## src/rtl/keypad_entry.sv

```systemverilog
`default_nettype none
// ============================================================================
//  Module   : keypad_entry
//  Purpose  : 4x4 matrix-keypad controller. It scans the columns, debounces
//             presses and releases, decodes keys and drives an editable
//             numeric entry buffer with backspace (*) and commit (#).
//  Revision : 1.0  initial release
// ----------------------------------------------------------------------------
//  Parameters
//    DIGITS    : number of 4-bit digits held in the entry buffer (>=1)
//    SCAN_DIV  : clk cycles per scan tick (>=2)
//    DEBOUNCE  : consecutive identical ticks to accept a press/release (>=1)
//  Ports
//    clk       in   system clock
//    reset     in   asynchronous active-low reset
//    row       in   [3:0] keypad rows, active-low, asynchronous to clk
//    col       out  [3:0] column drive, one-hot active-low
//    hex_mode  in   1: keys A-D enter digits 10-13, 0: buffer ignores them
//    key_value out  [3:0] code of the last accepted key
//    key_valid out  one-cycle pulse per accepted press
//    entry     out  [DIGITS*4-1:0] live buffer, newest digit in [3:0]
//    count     out  digits currently held
//    full      out  count == DIGITS
//    out       out  [DIGITS*4-1:0] last committed value
//    enter     out  one-cycle pulse when out is updated
// ============================================================================
module keypad_entry #(
    parameter int DIGITS   = 4,
    parameter int SCAN_DIV = 1000,
    parameter int DEBOUNCE = 4
) (
    input  logic                         clk,
    input  logic                         reset,
    input  logic [3:0]                   row,
    output logic [3:0]                   col,
    input  logic                         hex_mode,
    output logic [3:0]                   key_value,
    output logic                         key_valid,
    output logic [DIGITS*4-1:0]          entry,
    output logic [$clog2(DIGITS+1)-1:0]  count,
    output logic                         full,
    output logic [DIGITS*4-1:0]          out,
    output logic                         enter
);

    localparam int c_dw    = DIGITS * 4;
    localparam int c_cnt_w = $clog2(DIGITS + 1);
    localparam int c_div_w = (SCAN_DIV > 2) ? $clog2(SCAN_DIV) : 1;
    localparam int c_deb_w = $clog2(DEBOUNCE + 1);

    localparam logic [c_div_w-1:0] c_div_last = c_div_w'(SCAN_DIV - 1);
    localparam logic [c_deb_w-1:0] c_deb      = c_deb_w'(DEBOUNCE);
    localparam logic [c_deb_w-1:0] c_deb_one  = c_deb_w'(1);
    localparam logic [c_cnt_w-1:0] c_digits   = c_cnt_w'(DIGITS);
    localparam logic [c_cnt_w-1:0] c_cnt_one  = c_cnt_w'(1);

    typedef enum logic [1:0] {
        ST_SCAN     = 2'd0,
        ST_DEBOUNCE = 2'd1,
        ST_HELD     = 2'd2,
        ST_RELEASE  = 2'd3
    } state_t;

    // Key map lookup: row r / column c to key code (* = 14, # = 15).
    function automatic logic [3:0] key_code(input logic [1:0] r, input logic [1:0] c);
        logic [3:0] code;
        case ({r, c})
            4'b00_00: code = 4'd1;
            4'b00_01: code = 4'd2;
            4'b00_10: code = 4'd3;
            4'b00_11: code = 4'd10;
            4'b01_00: code = 4'd4;
            4'b01_01: code = 4'd5;
            4'b01_10: code = 4'd6;
            4'b01_11: code = 4'd11;
            4'b10_00: code = 4'd7;
            4'b10_01: code = 4'd8;
            4'b10_10: code = 4'd9;
            4'b10_11: code = 4'd12;
            4'b11_00: code = 4'd14;
            4'b11_01: code = 4'd0;
            4'b11_10: code = 4'd15;
            default:  code = 4'd13;
        endcase
        return code;
    endfunction

    // ------------------------------------------------------------------
    // State
    // ------------------------------------------------------------------
    logic [3:0]         row_meta_q, row_meta_d;
    logic [3:0]         row_sync_q, row_sync_d;
    logic [c_div_w-1:0] div_q,      div_d;
    state_t             state_q,    state_d;
    logic [1:0]         col_idx_q,  col_idx_d;
    logic [1:0]         row_idx_q,  row_idx_d;
    logic [c_deb_w-1:0] deb_q,      deb_d;
    logic [3:0]         key_value_q, key_value_d;
    logic [c_dw-1:0]    entry_q,    entry_d;
    logic [c_cnt_w-1:0] count_q,    count_d;
    logic [c_dw-1:0]    out_q,      out_d;
    logic               enter_q,    enter_d;

    logic               w_tick;
    logic [3:0]         w_row_low;
    logic [1:0]         w_lowest;
    logic               w_press;
    logic [1:0]         w_press_row;
    logic [3:0]         w_code;

    always_comb begin
        row_meta_d  = row;
        row_sync_d  = row_meta_q;
        div_d       = div_q;
        state_d     = state_q;
        col_idx_d   = col_idx_q;
        row_idx_d   = row_idx_q;
        deb_d       = deb_q;
        key_value_d = key_value_q;
        entry_d     = entry_q;
        count_d     = count_q;
        out_d       = out_q;
        enter_d     = 1'b0;
        w_press     = 1'b0;

        w_tick    = (div_q == c_div_last);
        div_d     = w_tick ? '0 : div_q + c_div_w'(1);
        w_row_low = ~row_sync_q;

        // Lowest-index low row wins when several rows are low.
        if (w_row_low[0])      w_lowest = 2'd0;
        else if (w_row_low[1]) w_lowest = 2'd1;
        else if (w_row_low[2]) w_lowest = 2'd2;
        else                   w_lowest = 2'd3;

        if (w_tick) begin
            case (state_q)
                ST_SCAN: begin
                    if (|w_row_low) begin
                        row_idx_d = w_lowest;
                        deb_d     = c_deb_one;
                        // A single-tick debounce accepts on the detecting tick.
                        if (DEBOUNCE == 1) begin
                            state_d = ST_HELD;
                            w_press = 1'b1;
                        end else begin
                            state_d = ST_DEBOUNCE;
                        end
                    end else begin
                        col_idx_d = col_idx_q + 2'd1;
                    end
                end
                ST_DEBOUNCE: begin
                    if (w_row_low[row_idx_q]) begin
                        deb_d = deb_q + c_deb_one;
                        if ((deb_q + c_deb_one) == c_deb) begin
                            state_d = ST_HELD;
                            w_press = 1'b1;
                        end
                    end else begin
                        // Bounce: resume scanning at the same column.
                        state_d = ST_SCAN;
                    end
                end
                ST_HELD: begin
                    if (!w_row_low[row_idx_q]) begin
                        deb_d = c_deb_one;
                        if (DEBOUNCE == 1) begin
                            state_d   = ST_SCAN;
                            col_idx_d = col_idx_q + 2'd1;
                        end else begin
                            state_d = ST_RELEASE;
                        end
                    end
                end
                default: begin // ST_RELEASE
                    if (!w_row_low[row_idx_q]) begin
                        deb_d = deb_q + c_deb_one;
                        if ((deb_q + c_deb_one) == c_deb) begin
                            state_d   = ST_SCAN;
                            col_idx_d = col_idx_q + 2'd1;
                        end
                    end else begin
                        state_d = ST_HELD;
                    end
                end
            endcase
        end

        // The row for a press taken straight out of SCAN has not been latched yet.
        w_press_row = (state_q == ST_SCAN) ? w_lowest : row_idx_q;
        w_code      = key_code(w_press_row, col_idx_q);

        if (w_press) begin
            key_value_d = w_code;
            if (w_code == 4'd15) begin
                out_d   = entry_q;
                enter_d = 1'b1;
                entry_d = '0;
                count_d = '0;
            end else if (w_code == 4'd14) begin
                if (count_q != '0) begin
                    entry_d = entry_q >> 4;
                    count_d = count_q - c_cnt_one;
                end
            end else if ((w_code <= 4'd9) || hex_mode) begin
                if (count_q < c_digits) begin
                    entry_d = (entry_q << 4) | c_dw'(w_code);
                    count_d = count_q + c_cnt_one;
                end
            end
        end
    end

    always_ff @(posedge clk or negedge reset) begin
        if (!reset) begin
            row_meta_q  <= 4'hF;
            row_sync_q  <= 4'hF;
            div_q       <= '0;
            state_q     <= ST_SCAN;
            col_idx_q   <= 2'd0;
            row_idx_q   <= 2'd0;
            deb_q       <= '0;
            key_value_q <= 4'd0;
            entry_q     <= '0;
            count_q     <= '0;
            out_q       <= '0;
            enter_q     <= 1'b0;
        end else begin
            row_meta_q  <= row_meta_d;
            row_sync_q  <= row_sync_d;
            div_q       <= div_d;
            state_q     <= state_d;
            col_idx_q   <= col_idx_d;
            row_idx_q   <= row_idx_d;
            deb_q       <= deb_d;
            key_value_q <= key_value_d;
            entry_q     <= entry_d;
            count_q     <= count_d;
            out_q       <= out_d;
            enter_q     <= enter_d;
        end
    end

    // key_value shows the new code during the key_valid pulse itself.
    assign key_valid = w_press;
    assign key_value = w_press ? w_code : key_value_q;
    assign col       = ~(4'b0001 << col_idx_q);
    assign entry     = entry_q;
    assign count     = count_q;
    assign full      = (count_q == c_digits);
    assign out       = out_q;
    assign enter     = enter_q;

endmodule
`default_nettype wire
```

## config.mk

```make
export PLATFORM = sky130hd
export DESIGN_NAME = keypad_entry
export DESIGN_NICKNAME = d
export VERILOG_FILES = /design/src/rtl/keypad_entry.sv
export SDC_FILE = /design/constraint.sdc
export NUM_CORES = 1
export LEC_CHECK = 0
export ABC_AREA = 1
export CORE_ASPECT_RATIO = 1.5
export CORE_MARGIN = 4
export CORE_UTILIZATION = 45
export DETAILED_ROUTE_END_ITERATION = 7
export PLACE_DENSITY = 0.69
export RECOVER_POWER = 25
export SYNTH_ARGS = -nofsm -noshare
export SYNTH_HDL_FRONTEND = slang
export SYNTH_SLANG_ARGS = --single-unit
```

## constraint.sdc

```tcl
create_clock -name clk -period 3.3 [get_ports clk]
set_clock_uncertainty 0.15 [all_clocks]
set_input_delay 0.66 -clock clk [delete_from_list [all_inputs] [get_ports clk]]
set_output_delay 0.66 -clock clk [all_outputs]
set_load 0.05 [all_outputs]
```

Word level (Yosys, flattened, before mapping)

Memories as Yosys holds them, arrays and structs flattened.
Index checks and enable logic that the tools add are counted.

Memories kept: 1
Output and inout bits: 46
Memory bits (read-only): 64
Input bits: 7
Bits in registers: 67
Logic and storage cells: 96

Bitwise operators: 4
Reductions and logical operators: 15
Add/sub/neg operators: 5
Shift operators: 1
Magnitude comparators: 3
Multiplexer cells: 40
Equality and inequality tests: 15

Memory list:

| name             | words | bits a word | read ports | clocked after Yosys merged registers in | wr ports | line | RTL |
|---|---|---|---|---|---|---|---|
| (name not given) | 16    | 4           | 1          | 0                                       | 0        | 67   | `case ({r, c})` |

Operators with widths:

| kind                                             | count |
|---|---|
| 2-to-1 mux 16 bit                                | 5 |
| 2-to-1 mux 3 bit                                 | 9 |
| 2-to-1 mux 2 bit                                 | 12 |
| bitwise OR 16 x 4 -> 16 bit                      | 1 |
| AND reduction 5 bit                              | 3 |
| adder 10 x 1 -> 10 bit (second input constant)   | 1 |
| equality test 10 bit (second input constant)     | 1 |
| 2-to-1 mux 10 bit                                | 1 |
| case mux 3 bit (3 select lines)                  | 1 |
| nonzero test 3 bit                               | 3 |
| equality test 4 bit (second input constant)      | 2 |
| 2-to-1 mux 1 bit                                 | 8 |
| inequality test 2 bit (second input constant)    | 4 |
| NOT 4 bit                                        | 2 |
| adder 3 x 1 -> 3 bit (second input constant)     | 2 |
| equality test 3 bit (second input constant)      | 2 |
| case mux 2 bit (3 select lines)                  | 1 |
| nonzero test 5 bit                               | 1 |
| <= comparator 4 bit (second input constant)      | 1 |
| 2-to-1 mux 4 bit                                 | 1 |
| case mux 2 bit (2 select lines)                  | 1 |
| AND reduction 4 bit                              | 1 |
| OR reduction 4 bit                               | 1 |
| left shift 1 x 2 -> 4 bit (first input constant) | 1 |
| other kinds (18)                                 | 18 |

Depth between registers and ports, before layout

Gate-level depths: netlist (run 1).
An unclocked memory read counts as a cell.

Depth after elaboration: 11
Depth in mapped cells: 17

Worst setup path before layout (run 1)

OpenSTA, ideal clock, no wires.

Path kind: register -> output
Start: register deb_q[0]
End: output key_value[1]
Cell stages (with the launch flop): 6
Data arrival time: 2552 ps
Path buffers: 0
Setup slack: -62 ps
Cell sequence: dfrtp_1 -> ha_1 -> xor2_1 -> nand2_1 -> nor4_2 -> o21a_1

Word-level cells in the longest chain between the ends: 7

Ends and longest elaborated chain:

| element                  | line | RTL |
|---|---|---|
| start: declaration       | 97   | `logic [c_deb_w-1:0] deb_q, deb_d;` |
| start signal: assignment | 223  | `deb_q <= '0;` |
| start signal: assignment | 236  | `deb_q <= deb_d;` |
| adder 3 x 1 -> 3 bit     | 156  | `if ((deb_q + c_deb_one) == c_deb) begin` |
| equality test 3 bit      | 156  |  |
| 2-to-1 mux 1 bit         | 156  |  |
| 2-to-1 mux 1 bit         | 154  | `if (w_row_low[row_idx_q]) begin` |
| 2-to-1 mux 1 bit         | 137  | `case (state_q)` |
| 2-to-1 mux 1 bit         | 136  | `if (w_tick) begin` |
| net key_valid            | 38   | `output logic key_valid,` |
| 2-to-1 mux 4 bit         | -    |  |
| end: declaration         | 37   | `output logic [3:0] key_value,` |

The timed path passes the listed nets, and every way through them passes these cells.

Worst setup path after layout (run 1)

Start: register state_q[0]
End: output key_value[2]

Word-level cells in the longest chain between the ends: 4

Ends and longest elaborated chain:

| element                                                                | line     | RTL |
|---|---|---|
| start: declaration                                                     | 94       | `state_t state_q, state_d;` |
| start signal: assignment                                               | 233      | `state_q <= state_d;` |
| zero test 2 bit / equality test 2 x 1 -> 1 bit (equally long branches) | 191, 137 |  |
| 2-to-1 mux 2 bit / 2-to-1 mux 1 bit (equally long branches)            | 191, 137 |  |
| memory (16 x 4 bit) / 2-to-1 mux 1 bit (equally long branches)         | -        |  |
| 2-to-1 mux 4 bit *                                                     | -        |  |

Every way passes the cells marked *; elsewhere a longest branch is shown, timed or not.

==> metrics.md, run 1 <==
| Metric | Value |
|---|---|
| Status | `finished with violations` |
| Violations in the final reports | `max-capacitance violations, max-slew violations` |
| Post-route clock period utilization | `94.5%` |
| TritonCTS Buffers | `9` |
| Number of flops mapped to enable cells by yosys | `0` |
| Data arrival time of the worst path | `2.31 ns` |
| Total power consumption of the routed design | `1.84 mW` |
| Number of fillers in the final layout | `684` |
| Count of inserted antenna diode cells | `0` |
| Final Max Slew Viols | `46` |
| Standard cell area after detailed placement | `4190 um2` |
| Number of rows in the core area | `39` |
| Number of nets in the layout | `467` |
| Smallest setup slack after layout | `0.180 ns` |
| Starting DRT DRC Count | `121` |
| Share of flip-flops with an asynchronous set or reset after synthesis | `100%` |
| Total via count in the routed design | `2787` |
| Wire length of the first global-routing pass | `13.3 mm` |
| Cell with the most instances after synthesis | `nand2_1` |
| Global route total overflow | `0` |
| DP Wirelength | `5.80 mm` |
| Antenna violations before repair | `0` |
| Sequential cell area | `1690 um2` |
| Endpoint required time on the critical path | `2.49 ns` |
| Buffer count from post-CTS setup fixing | `0` |
| Met1 Use GR | `21.0%` |
| R2R setup slack | `0.47 ns` |
| Clk slew on worst S/H paths | `0.06 ns` |
| Placeable Area | `7610 um2` |
| Post-synthesis cell count | `384` |
| Number of cells traversed by the worst register-to-register path | `14` |
| Fraction of synthesized cell area taken by the top area cell type | `42.0%` |
| Mean instance size in the synthesized netlist | `9.16 um2` |
| Cell Area, Synth | `3520 um2` |
| Pwr Density | `411 nW/um2` |
| Number of placed I/O pins | `53` |
| Final number of hold-violating endpoints | `0` |
| Max-cap violations | `1` |
| Clock network latency to the later pin of the worst-skew pair | `0.33 ns` |
| Fraction of layout cells with a size suffix above 1 | `21.7%` |
| Effective utilization at floorplan | `46.2%` |
| Post-DR vias/cell | `5.03` |
| Slew at the pin with the worst max-slew slack | `2.43 ns` |
| Worst Hold Endpoint | `row_sync_q[0]` |
| Port-buffer cells | `52` |
| Final Hold Slack | `0.204 ns` |
| Post-Synthesis Net Count | `404` |
| Die outline area | `9320 um2` |
| Sum Neg Setup Slack | `0 ns` |
| Chip height | `116 um` |
| Met2 Use GR | `31.4%` |
| Peak Freq | `321 MHz` |
| Launching element type of the critical path | `flip-flop` |
| Hold Path Stages | `0` |
| Worst setup path category | `flip-flop to output pin` |
| Largest area contributor in the synthesized netlist | `dfrtp_1` |
| Maximum VDD drop | `311 uV` |
| Routability Congestion | `0.860` |
| Worst slew margin relative to its limit | `-61.8%` |
| Clock root buffer master | `clkbuf_16` |
| Largest net degree at the start of global routing | `46` |
| Layout overhead on the synthesized area | `27.6%` |
| Unique masters post-synth | `36` |
| TritonCTS sink count | `67` |
| Origin of the critical flop-to-flop path | `state_q[0]` |
| Drt first pass iters | `4` |
| Fin crit period | `3.12 ns` |
| Top cell types by occurrence after synthesis | `nand2_1 (90), dfrtp_1 (59), inv_1 (47)` |
| Register bit count reported by yosys | `67` |
| DRT antenna net count | `0` |
| Final setup vio count | `0` |
| Type of the most critical hold path | `flip-flop to flip-flop` |
| Capture instance of the worst register-to-register path | `out[6]` |
| Final Routed Wirelength | `7.90 mm` |
| Via count of the first global-routing pass | `2845` |
| Synthesis warning total | `0` |
| DRC violation count after routing | `0` |
| CTS tree | `yes` |
| Average wire per standard cell | `14.3 um` |
| Most area-consuming cells after synthesis | `dfrtp_1 (42%), nand2_1 (9.6%), o21ai_2 (7.5%)` |
| Multi-input gate area in the final layout | `1590 um2` |
| Type of destination of the critical path | `output pin` |
| Gr busiest metal | `met2` |
| Top flip-flop cell by instance count after synthesis | `dfrtp_1` |
| Leakage dissipation | `2.17 nW` |
| Design area | `4490 um2` |
| Worst slack at placement | `0.478 ns` |
| Die Wd | `80.2 um` |
| Hold wc startpoint | `row_meta_q[0]` |
| Total GRT Usage | `18.8%` |
| Largest fanout on the critical path | `7` |
| Maximum root-to-sink buffer count | `2` |
| Maximum level of the CTS H-tree | `3` |
| Setup repair after global routing missed its margin | `false` |
| Met3 track demand over resource | `4.78%` |
| Sequential cell area fraction in the yosys report | `48.0%` |
cell usage in the layout, fill, tap and decap left out, drive strengths merged, types with 2 or more instances in the layout:
master / count
buf: 11
o22ai: 8
o21ai: 48
o211ai: 2
clkinv: 4
nand2: 107
nand3: 19
nor4: 2
dfstp: 8
dfrtp: 59
nand4: 4
a21oi: 14
nor2: 29
ha: 12
clkdlybuf4s50: 42
clkbuf: 12
xor2: 4
nor3: 4
dlygate4sd3: 4
inv: 50
layout make-up:
type                    instances  share of cell area (%)
repair buffers                 58                    13.3
flip-flops and latches         67                    37.6
clock buffers                  11                    5.41
well taps                     102                    2.84
inverters                      51                    4.27
clock inverters                 5                    1.17
multi-input cells             260                    35.4
sequential cells by signal, summed over array words and instances, names as in the netlist, 2 cells and up, named ones only:
name / cells
entry: 16
out: 16
div_q: 10
key_value_q: 4
row_meta_q: 4
row_sync_q: 4
count: 3
deb_q: 3
col_idx_q: 2
row_idx_q: 2
layer usage:
metal | vias up | routed length (um)
li1 | 1364 | -
met4 | 0 | 362
met3 | 34 | 346
met1 | 1316 | 3160
met5 | - | 0
met2 | 73 | 4030
how the worst max path moves through the flow:
stage | depth (start not counted) | slack (ns) | start | endpoint
3_3_place_gp | 9 | 0.52 | state_q[0] | key_value[0]
4_1_cts | 9 | 0.1 | state_q[0] | key_value[0]
3_5_place_dp | 9 | 0.48 | state_q[0] | key_value[0]
2_1_floorplan | 6 | 0.22 | deb_q[0] | key_value[0]
6_report | 9 | 0.18 | state_q[0] | key_value[2]
5_1_grt | 9 | 0.02 | state_q[0] | key_value[2]
power by group:
group          switching [mW]  internal (mW)  total, mW  leakage, nW
Clock                   0.346          0.601      0.946        0.145
Sequential            0.00322          0.831      0.835        0.832
Combinational          0.0444         0.0172     0.0616         1.19
per-stage QoR:
| stage | util, % | std cells |
|---|---|---|
| 2_1_floorplan | - | 384 |
| 3_3_place_gp | 55.0 | 538 |
| 3_5_place_dp | 55.0 | 538 |
| 4_1_cts | 58.9 | 554 |
| 5_1_grt | 59.0 | 554 |
| 6_report | 59.0 | 554 |
kinds of logic (layout without fill, tap and decap cells):
kind of cell,count (synthesis),count (layout),synth area share [%]
buffers and inverters,57,125,7.29
and+or+nand+nor,168,168,23.5
xor gates and xnor gates,5,5,1.67
AOI/OAI and AO/OA,73,73,14.4
adders and majority gates,13,13,4.84
muxes,1,1,0.320
DFF,67,67,48.0
repair_timing:
| action | CTS | global route |
|---|---|---|
| hold endpoints to repair | 0 | 0 |
| endpoints found under the setup margin | 0 | 2 |
| hold buffers | 0 | 0 |
| gates resized for setup | 0 | 2 |
worst max-delay path, stage by stage (launching register included):
cell and delay [ns]:
dfrtp_1 0.40, inv_1 0.11, ha_1 0.28, inv_2 0.13, o21ai_4 0.25, inv_2 0.11, nand2_1 0.08, nand2_1 0.09
a21oi_1 0.33, buf_12 0.19
No activity file was read; power rests on OpenSTA's default activity.
==> inputs of run 2 (changes only) <==
- PLACE_DENSITY: 0.69 -> 0.72
- clock period: 3.3 -> 2.85 ns (I/O delays scaled with it)
==> run 2 against run 1 <==
Net effect:
- the run still ends with max-capacitance violations, max-slew violations left
- worst hold slack barely moved
- critical path depth unchanged
- die area is the same
- sequential share of layout area shrank 2.6 points
- non-clock buffer count up 23
- critical path type unchanged
- largest power group unchanged
==> metrics.md, run 2 (synthesized netlist as in run 1, its figures left out) <==
| Metric | Value |
|---|---|
| Global route total overflow | `0 (unchanged)` |
| Max-cap violations | `1 (unchanged)` |
| TritonCTS Buffers | `9 (unchanged)` |
| Data arrival time of the worst path | `2.11 ns (was 2.31 ns)` |
| Worst slew margin relative to its limit | `-5.54% (was -61.8%)` |
| Number of fillers in the final layout | `627 (was 684)` |
| Clk slew on worst S/H paths | `0.05 ns (was 0.06 ns)` |
| DRC violation count after routing | `0 (unchanged)` |
| Number of cells traversed by the worst register-to-register path | `13 (was 14)` |
| Origin of the critical flop-to-flop path | `state_q[0] (unchanged)` |
| Pwr Density | `469 nW/um2 (was 411 nW/um2)` |
| Final number of hold-violating endpoints | `0 (unchanged)` |
| Commonest non-fill, non-tap cells in the layout | `nand2_1 (89), dfrtp_1 (57), inv_1 (45) (was nand2_1 (90), dfrtp_1 (59), inv_1 (47))` |
| Type of the most critical hold path | `flip-flop to flip-flop (unchanged)` |
| Die outline area | `9320 um2 (unchanged)` |
| Average wire per standard cell | `15.0 um (was 14.3 um)` |
| Final Routed Wirelength | `8.63 mm (was 7.90 mm)` |
| TritonCTS sink count | `67 (unchanged)` |
| Chip height | `116 um (unchanged)` |
| Number of placed I/O pins | `53 (unchanged)` |
| Clock share of power | `53.6% (was 51.4%)` |
| Count of inserted antenna diode cells | `0 (unchanged)` |
| Worst setup path category | `flip-flop to output pin (unchanged)` |
| Post-DR vias/cell | `5.08 (was 5.03)` |
| Maximum level of the CTS H-tree | `3 (unchanged)` |
| R2R setup slack | `0.18 ns (was 0.47 ns)` |
| Wire length of the first global-routing pass | `13.9 mm (was 13.3 mm)` |
| Effective utilization at floorplan | `46.2% (unchanged)` |
| Slew at the pin with the worst max-slew slack | `1.58 ns (was 2.43 ns)` |
| Capture instance of the worst register-to-register path | `count[2] (was out[6])` |
| Final Core Density | `63.4% (was 59.0%)` |
| Leakage dissipation | `2.33 nW (was 2.17 nW)` |
| Total GRT Usage | `19.5% (was 18.8%)` |
| DRT antenna net count | `0 (unchanged)` |
| DP Wirelength | `5.91 mm (was 5.80 mm)` |
| Number of rows in the core area | `39 (unchanged)` |
| Maximum root-to-sink buffer count | `2 (unchanged)` |
| CTS tree | `yes (unchanged)` |
| CP Launch Point | `row_sync_q[0] (was state_q[0])` |
| Net Sw Power | `0.465 mW (was 0.393 mW)` |
| Layout overhead on the synthesized area | `37.3% (was 27.6%)` |
| Launching element type of the critical path | `flip-flop (unchanged)` |
| Via count of the first global-routing pass | `2971 (was 2845)` |
| Post-route clock period utilization | `99.3%` |
| Violations in the final reports | `max-capacitance violations, max-slew violations (unchanged)` |
| Port-buffer cells | `52 (unchanged)` |
| Clock root buffer master | `clkbuf_16 (unchanged)` |
| Number of nets in the layout | `490 (was 467)` |
| Type of destination of the critical path | `output pin (unchanged)` |
| Endpoint required time on the critical path | `2.13 ns (was 2.49 ns)` |
| Setup repair after global routing missed its margin | `true (was false)` |
| Total via count in the routed design | `2931 (was 2787)` |
| Antenna violations before repair | `0 (unchanged)` |
| Status | `finished with violations (unchanged)` |
| Power share of the sequential group | `42.6% (was 45.3%)` |
| Routability Congestion | `0.814 (was 0.860)` |
| Drt first pass iters | `7 (was 4)` |
| Largest net degree at the start of global routing | `42 (was 46)` |
| Final setup vio count | `0 (unchanged)` |
| Fraction of power spent switching nets | `20.5% (was 21.3%)` |
| Worst Hold Endpoint | `row_sync_q[0] (unchanged)` |
| Peak Freq | `353 MHz` |
| Largest fanout on the critical path | `7 (unchanged)` |
| Hold Buf Count CTS | `0 (unchanged)` |
| Starting DRT DRC Count | `160 (was 121)` |
| Fin crit period | `2.83 ns` |
| Final Max Slew Viols | `27 (was 46)` |
| Cell-internal power | `1.80 mW (was 1.45 mW)` |
| Hold Path Stages | `0 (unchanged)` |
| Die Wd | `80.2 um (unchanged)` |
| Maximum VDD drop | `376 uV (was 311 uV)` |
| Hold wc startpoint | `row_meta_q[0] (unchanged)` |
| Clock network latency to the later pin of the worst-skew pair | `0.33 ns (about the same)` |
| Leading cell type in the layout, fill and taps excluded | `nand2_1 (unchanged)` |
| Total power consumption of the routed design | `2.27 mW (was 1.84 mW)` |
| Relative contribution of combinational cells to total power | `3.7% (was 3.3%)` |
| Placeable Area | `7610 um2 (unchanged)` |
| Fraction of layout cells with a size suffix above 1 | `28.2% (was 21.7%)` |
| Sum Neg Setup Slack | `0 ns (unchanged)` |
run 2: changes by cell type in the layout (fill, tap and decap cells not counted), sizes merged:
cell and delta:
bufinv +1, clkbuf +1, buf +24, clkdlybuf4s50 -1
clkinv -2
run 2: worst max path at each step:
stage	endpoint	slack, ns	cells past startpoint
final	key_value[2]	0.02	9
after global routing	key_value[0]	-0.07	10
after CTS	key_value[2]	0.02	9
after detailed placement	count[2]	0.08	13
after floorplan	key_value[0]	-0.14	6
after global placement	key_value[0]	0.18	9
run 2: power groups by stage:
stage / Clock, mW / Sequential [mW] / Combinational [mW]
after floorplan: 0 / 0.981 / 0.0379
after global placement: 0 / 0.982 / 0.0743
after detailed placement: 0 / 0.982 / 0.0765
after CTS: 1.23 / 0.966 / 0.0780
after global routing: 1.27 / 0.966 / 0.0960
final: 1.21 / 0.966 / 0.0849
run 2: area by class of cell:
class / count / area (um2) / share of cell area, %
well taps: 102 / 128 / 2.64
multi-input cells: 260 / 1670 / 34.6
flip-flops and latches: 67 / 1690 / 35.0
repair buffers: 81 / 817 / 16.9
inverters: 51 / 196 / 4.07
clock inverters: 4 / 72.6 / 1.50
clock buffers: 12 / 256 / 5.31
run 2: stage by stage:
step                      cell area, um2  worst slack, ns  hold slack (ns)  std cells
after floorplan                     3530           -0.140            0.124        384
after detailed placement            4250           0.0801            0.197        540
after global placement              4250            0.181            0.197        540
after CTS                           4660           0.0153            0.129        561
final                               4830           0.0209            0.205        577
after global routing                4830          -0.0661            0.208        577
run 2: critical path, stage by stage, from the launching register on:
cell	delay, ns
dfstp_2	0.58
inv_1	0.05
o21ai_0	0.16
nand2_1	0.15
nand3_2	0.11
nor3_2	0.05
buf_4	0.16
buf_4	0.14
a21oi_4	0.20
buf_12	0.16
run 2: what timing repair did:
item	CTS	global route
gates resized for setup	9	13
pin swaps	2	9
endpoints found under the setup margin	5	6
buffers inserted	5	16
run 2: metal layers:
layer	GRT usage [%]	up-vias	routed length (um)
met1	22.7	1380	3380
met3	4.48	32	410
li1	-	1416	-
met5	0	-	0
met4	9.58	0	283
met2	33.5	103	4560
==> inputs of run 3 (changes only) <==
- CORE_UTILIZATION: 45 -> 30
- HOLD_SLACK_MARGIN: unset -> 0.03
- PLACE_DENSITY: 0.72 -> 0.52
==> run 3 against run 2 <==
Net effect:
- the flow now finishes without violations
- sequential power hardly changed
- design area down 0.41%
- clock power down 13%
- power shrank 7.3%
- wire length is 1.7% higher
- sequential share of layout area rose by 0.15 points
- register-to-register slack better by 0.02 ns
- non-clock buffer count stayed put
- combinational power grew 2%
- clock-buffer cell count rose by 1
- sequential cell count is the same
- critical endpoint is now key_value[1]
==> metrics.md, run 3 (synthesized netlist as in run 1, its figures left out) <==
| Metric | Value |
|---|---|
| Relative contribution of combinational cells to total power | `4.1% (was 3.7%)` |
| Max-cap violations | `0 (was 1)` |
| DRC violation count after routing | `0 (unchanged)` |
| Starting DRT DRC Count | `76 (was 160)` |
| Total via count in the routed design | `2849 (was 2931)` |
| Cell-internal power | `1.64 mW (was 1.80 mW)` |
| Type of the most critical hold path | `flip-flop to flip-flop (unchanged)` |
| Worst slew margin relative to its limit | `7.21% (was -5.54%)` |
| Design area | `4810 um2 (was 4830 um2)` |
| Smallest setup slack after layout | `0.0496 ns (was 0.0209 ns)` |
| Hold Path Stages | `0 (unchanged)` |
| Wire length of the first global-routing pass | `14.6 mm (was 13.9 mm)` |
| CP dominant cell by count | `nand2_4 (was buf_4)` |
| Leakage dissipation | `2.30 nW (was 2.33 nW)` |
| Data arrival time of the worst path | `2.08 ns (was 2.11 ns)` |
| Power share of the sequential group | `46.0% (was 42.6%)` |
| Final setup vio count | `0 (unchanged)` |
| Setup repair after global routing missed its margin | `true (unchanged)` |
| Effective utilization at floorplan | `30.7% (was 46.2%)` |
| CTS tree | `yes (unchanged)` |
| TritonCTS sink count | `67 (unchanged)` |
| Worst slack at placement | `0.0999 ns (was 0.0801 ns)` |
| Drt first pass iters | `4 (was 7)` |
| Launching element type of the critical path | `flip-flop (unchanged)` |
| Worst Hold Endpoint | `row_sync_q[1] (was row_sync_q[0])` |
| Count of inserted antenna diode cells | `0 (unchanged)` |
| Clk slew on worst S/H paths | `0.06 ns (was 0.05 ns)` |
| Chip height | `141 um (was 116 um)` |
| Status | `finished clean (was finished with violations)` |
| DRT antenna net count | `0 (unchanged)` |
| Leading cell type in the layout, fill and taps excluded | `nand2_1 (unchanged)` |
| Final number of hold-violating endpoints | `0 (unchanged)` |
| Port-buffer cells | `52 (unchanged)` |
| Clock root buffer master | `clkbuf_16 (unchanged)` |
| Type of destination of the critical path | `output pin (unchanged)` |
| Slew at the pin with the worst max-slew slack | `1.39 ns (was 1.58 ns)` |
| Fin crit period | `2.80 ns (was 2.83 ns)` |
| Capture instance of the worst register-to-register path | `count[2] (unchanged)` |
| Post-route clock period utilization | `98.3% (was 99.3%)` |
| R2R setup slack | `0.20 ns (was 0.18 ns)` |
| Routability Congestion | `0.830 (was 0.814)` |
| Number of placed I/O pins | `53 (unchanged)` |
| Endpoint required time on the critical path | `2.13 ns (about the same)` |
| Final Max Slew Viols | `0 (was 27)` |
| Worst setup path category | `flip-flop to output pin (unchanged)` |
| Multi-input gate area in the final layout | `1660 um2 (was 1670 um2)` |
| Number of nets in the layout | `490 (unchanged)` |
| Standard cell area after detailed placement | `4310 um2 (was 4250 um2)` |
| Hold Buf Count CTS | `0 (unchanged)` |
| Number of rows in the core area | `48 (was 39)` |
| Layout overhead on the synthesized area | `36.7% (was 37.3%)` |
| Commonest non-fill, non-tap cells in the layout | `nand2_1 (87), dfrtp_1 (57), inv_1 (44) (was nand2_1 (89), dfrtp_1 (57), inv_1 (45))` |
| Sequential cell area | `1690 um2 (unchanged)` |
| Number of cells traversed by the worst register-to-register path | `14 (was 13)` |
| Via count of the first global-routing pass | `2956 (was 2971)` |
| Largest net degree at the start of global routing | `33 (was 42)` |
| Final Routed Wirelength | `8.78 mm (was 8.63 mm)` |
| Average wire per standard cell | `14.1 um (was 15.0 um)` |
| Peak Freq | `357 MHz (was 353 MHz)` |
| Total GRT Usage | `14.1% (was 19.5%)` |
| Fraction of layout cells with a size suffix above 1 | `29.3% (was 28.2%)` |
| Maximum root-to-sink buffer count | `2 (unchanged)` |
| Antenna violations before repair | `0 (unchanged)` |
| DP Wirelength | `6.45 mm (was 5.91 mm)` |
| Maximum VDD drop | `323 uV (was 376 uV)` |
| Pwr Density | `437 nW/um2 (was 469 nW/um2)` |
| Global route total overflow | `0 (unchanged)` |
| Origin of the critical flop-to-flop path | `state_q[0] (unchanged)` |
| TritonCTS Buffers | `9 (unchanged)` |
| Die Wd | `96.4 um (was 80.2 um)` |
| Net Sw Power | `0.457 mW (was 0.465 mW)` |
| Worst path slowest cell | `dfrtp_1 (was dfstp_2)` |
| Maximum level of the CTS H-tree | `3 (unchanged)` |
| Placeable Area | `11500 um2 (was 7610 um2)` |
| Cell-by-cell listing of the critical path | `inv_2 -> ha_4 -> nand3_2 -> nand2_4 -> nand2_1 -> nand3_1 -> nand2_4 -> nand2_2 -> o21a_1 -> buf_12 (was inv_1 -> o21ai_0 -> nand2_1 -> nand3_2 -> nor3_2 -> buf_4 -> buf_4 -> a21oi_4 -> buf_12)` |
| Slowest Stage Delay on Critical Path | `0.42 ns (was 0.58 ns)` |
| Fraction of power spent switching nets | `21.8% (was 20.5%)` |
| Number of fillers in the final layout | `1129 (was 627)` |
| Hold wc startpoint | `row_meta_q[1] (was row_meta_q[0])` |
| Die outline area | `13600 um2 (was 9320 um2)` |
| Largest fanout on the critical path | `8 (was 7)` |
| Clock share of power | `49.9% (was 53.6%)` |
| Clock network latency to the later pin of the worst-skew pair | `0.33 ns (about the same)` |
| Post-DR vias/cell | `4.57 (was 5.08)` |
[run 3: cell count changes in the layout (fill, tap and decap cells not counted), sizes merged]
cell | previous run | this run
clkbuf | 13 | 15
clkdlybuf4s50 | 41 | 40
clkinv | 2 | 3
clkinvlp | 1 | 0
bufinv | 2 | 0
[run 3: area by class of cell]
| class | instances | share of cell area (%) |
|---|---|---|
| clock buffers | 13 | 5.62 |
| inverters | 51 | 4.09 |
| repair buffers | 81 | 16.4 |
| clock inverters | 2 | 0.208 |
| flip-flops and latches | 67 | 35.1 |
| multi-input cells | 260 | 34.6 |
| well taps | 150 | 3.90 |
[run 3: timing repair]
item                                    in CTS  in global routing
gates resized for setup                      8                 18
endpoints found under the setup margin       5                  5
setup buffers                                2                 17
pin swaps                                    3                 13
[run 3: per-stage QoR]
stage | TNS, ns | hold WS (ns) | std cells | power (mW) | util, %
finish | 0 | 0.201 | 624 | 2.10 | 41.9
global route | -0.121 | 0.205 | 624 | 2.18 | 41.9
CTS | 0 | 0.114 | 607 | 2.12 | 40.4
detailed placement | 0 | 0.198 | 590 | 1.06 | 37.6
global placement | 0 | 0.197 | 590 | 1.06 | 37.6
floorplan | -0.484 | 0.124 | 384 | 1.02 | -
[run 3: power by group through the flow]
stage / Sequential [mW] / Clock (mW) / Combinational [mW]
after global placement: 0.982 / 0 / 0.0773
after CTS: 0.966 / 1.08 / 0.0801
after global routing: 0.966 / 1.12 / 0.0984
after detailed placement: 0.982 / 0 / 0.0788
after floorplan: 0.981 / 0 / 0.0379
final: 0.966 / 1.05 / 0.0869
[run 3: how the worst max path moves through the flow]
stage	end	depth (start not counted)	slack, ns	from
4_1_cts	key_value[0]	10	0.006	row_idx_q[0]
3_5_place_dp	count[2]	13	0.1	state_q[0]
3_3_place_gp	count[2]	13	0.18	state_q[0]
5_1_grt	key_value[0]	10	-0.05	state_q[0]
2_1_floorplan	key_value[0]	6	-0.14	deb_q[0]
6_report	key_value[1]	10	0.05	state_q[0]
[run 3: routing by layer]
metal,track usage [%],share of wire [%]
met5,0,0
met4,5.25,2.3
met2,24.1,53
met3,4.27,4.0
met1,16.4,41
[run 3: critical path: cells and delay by family, from the launching register on]
family | cells | cell delay [ns]
compound gates | 1 | 0.18
fa+ha+maj | 1 | 0.18
buf+inv | 2 | 0.26
flops | 1 | 0.42
simple gates | 6 | 0.70
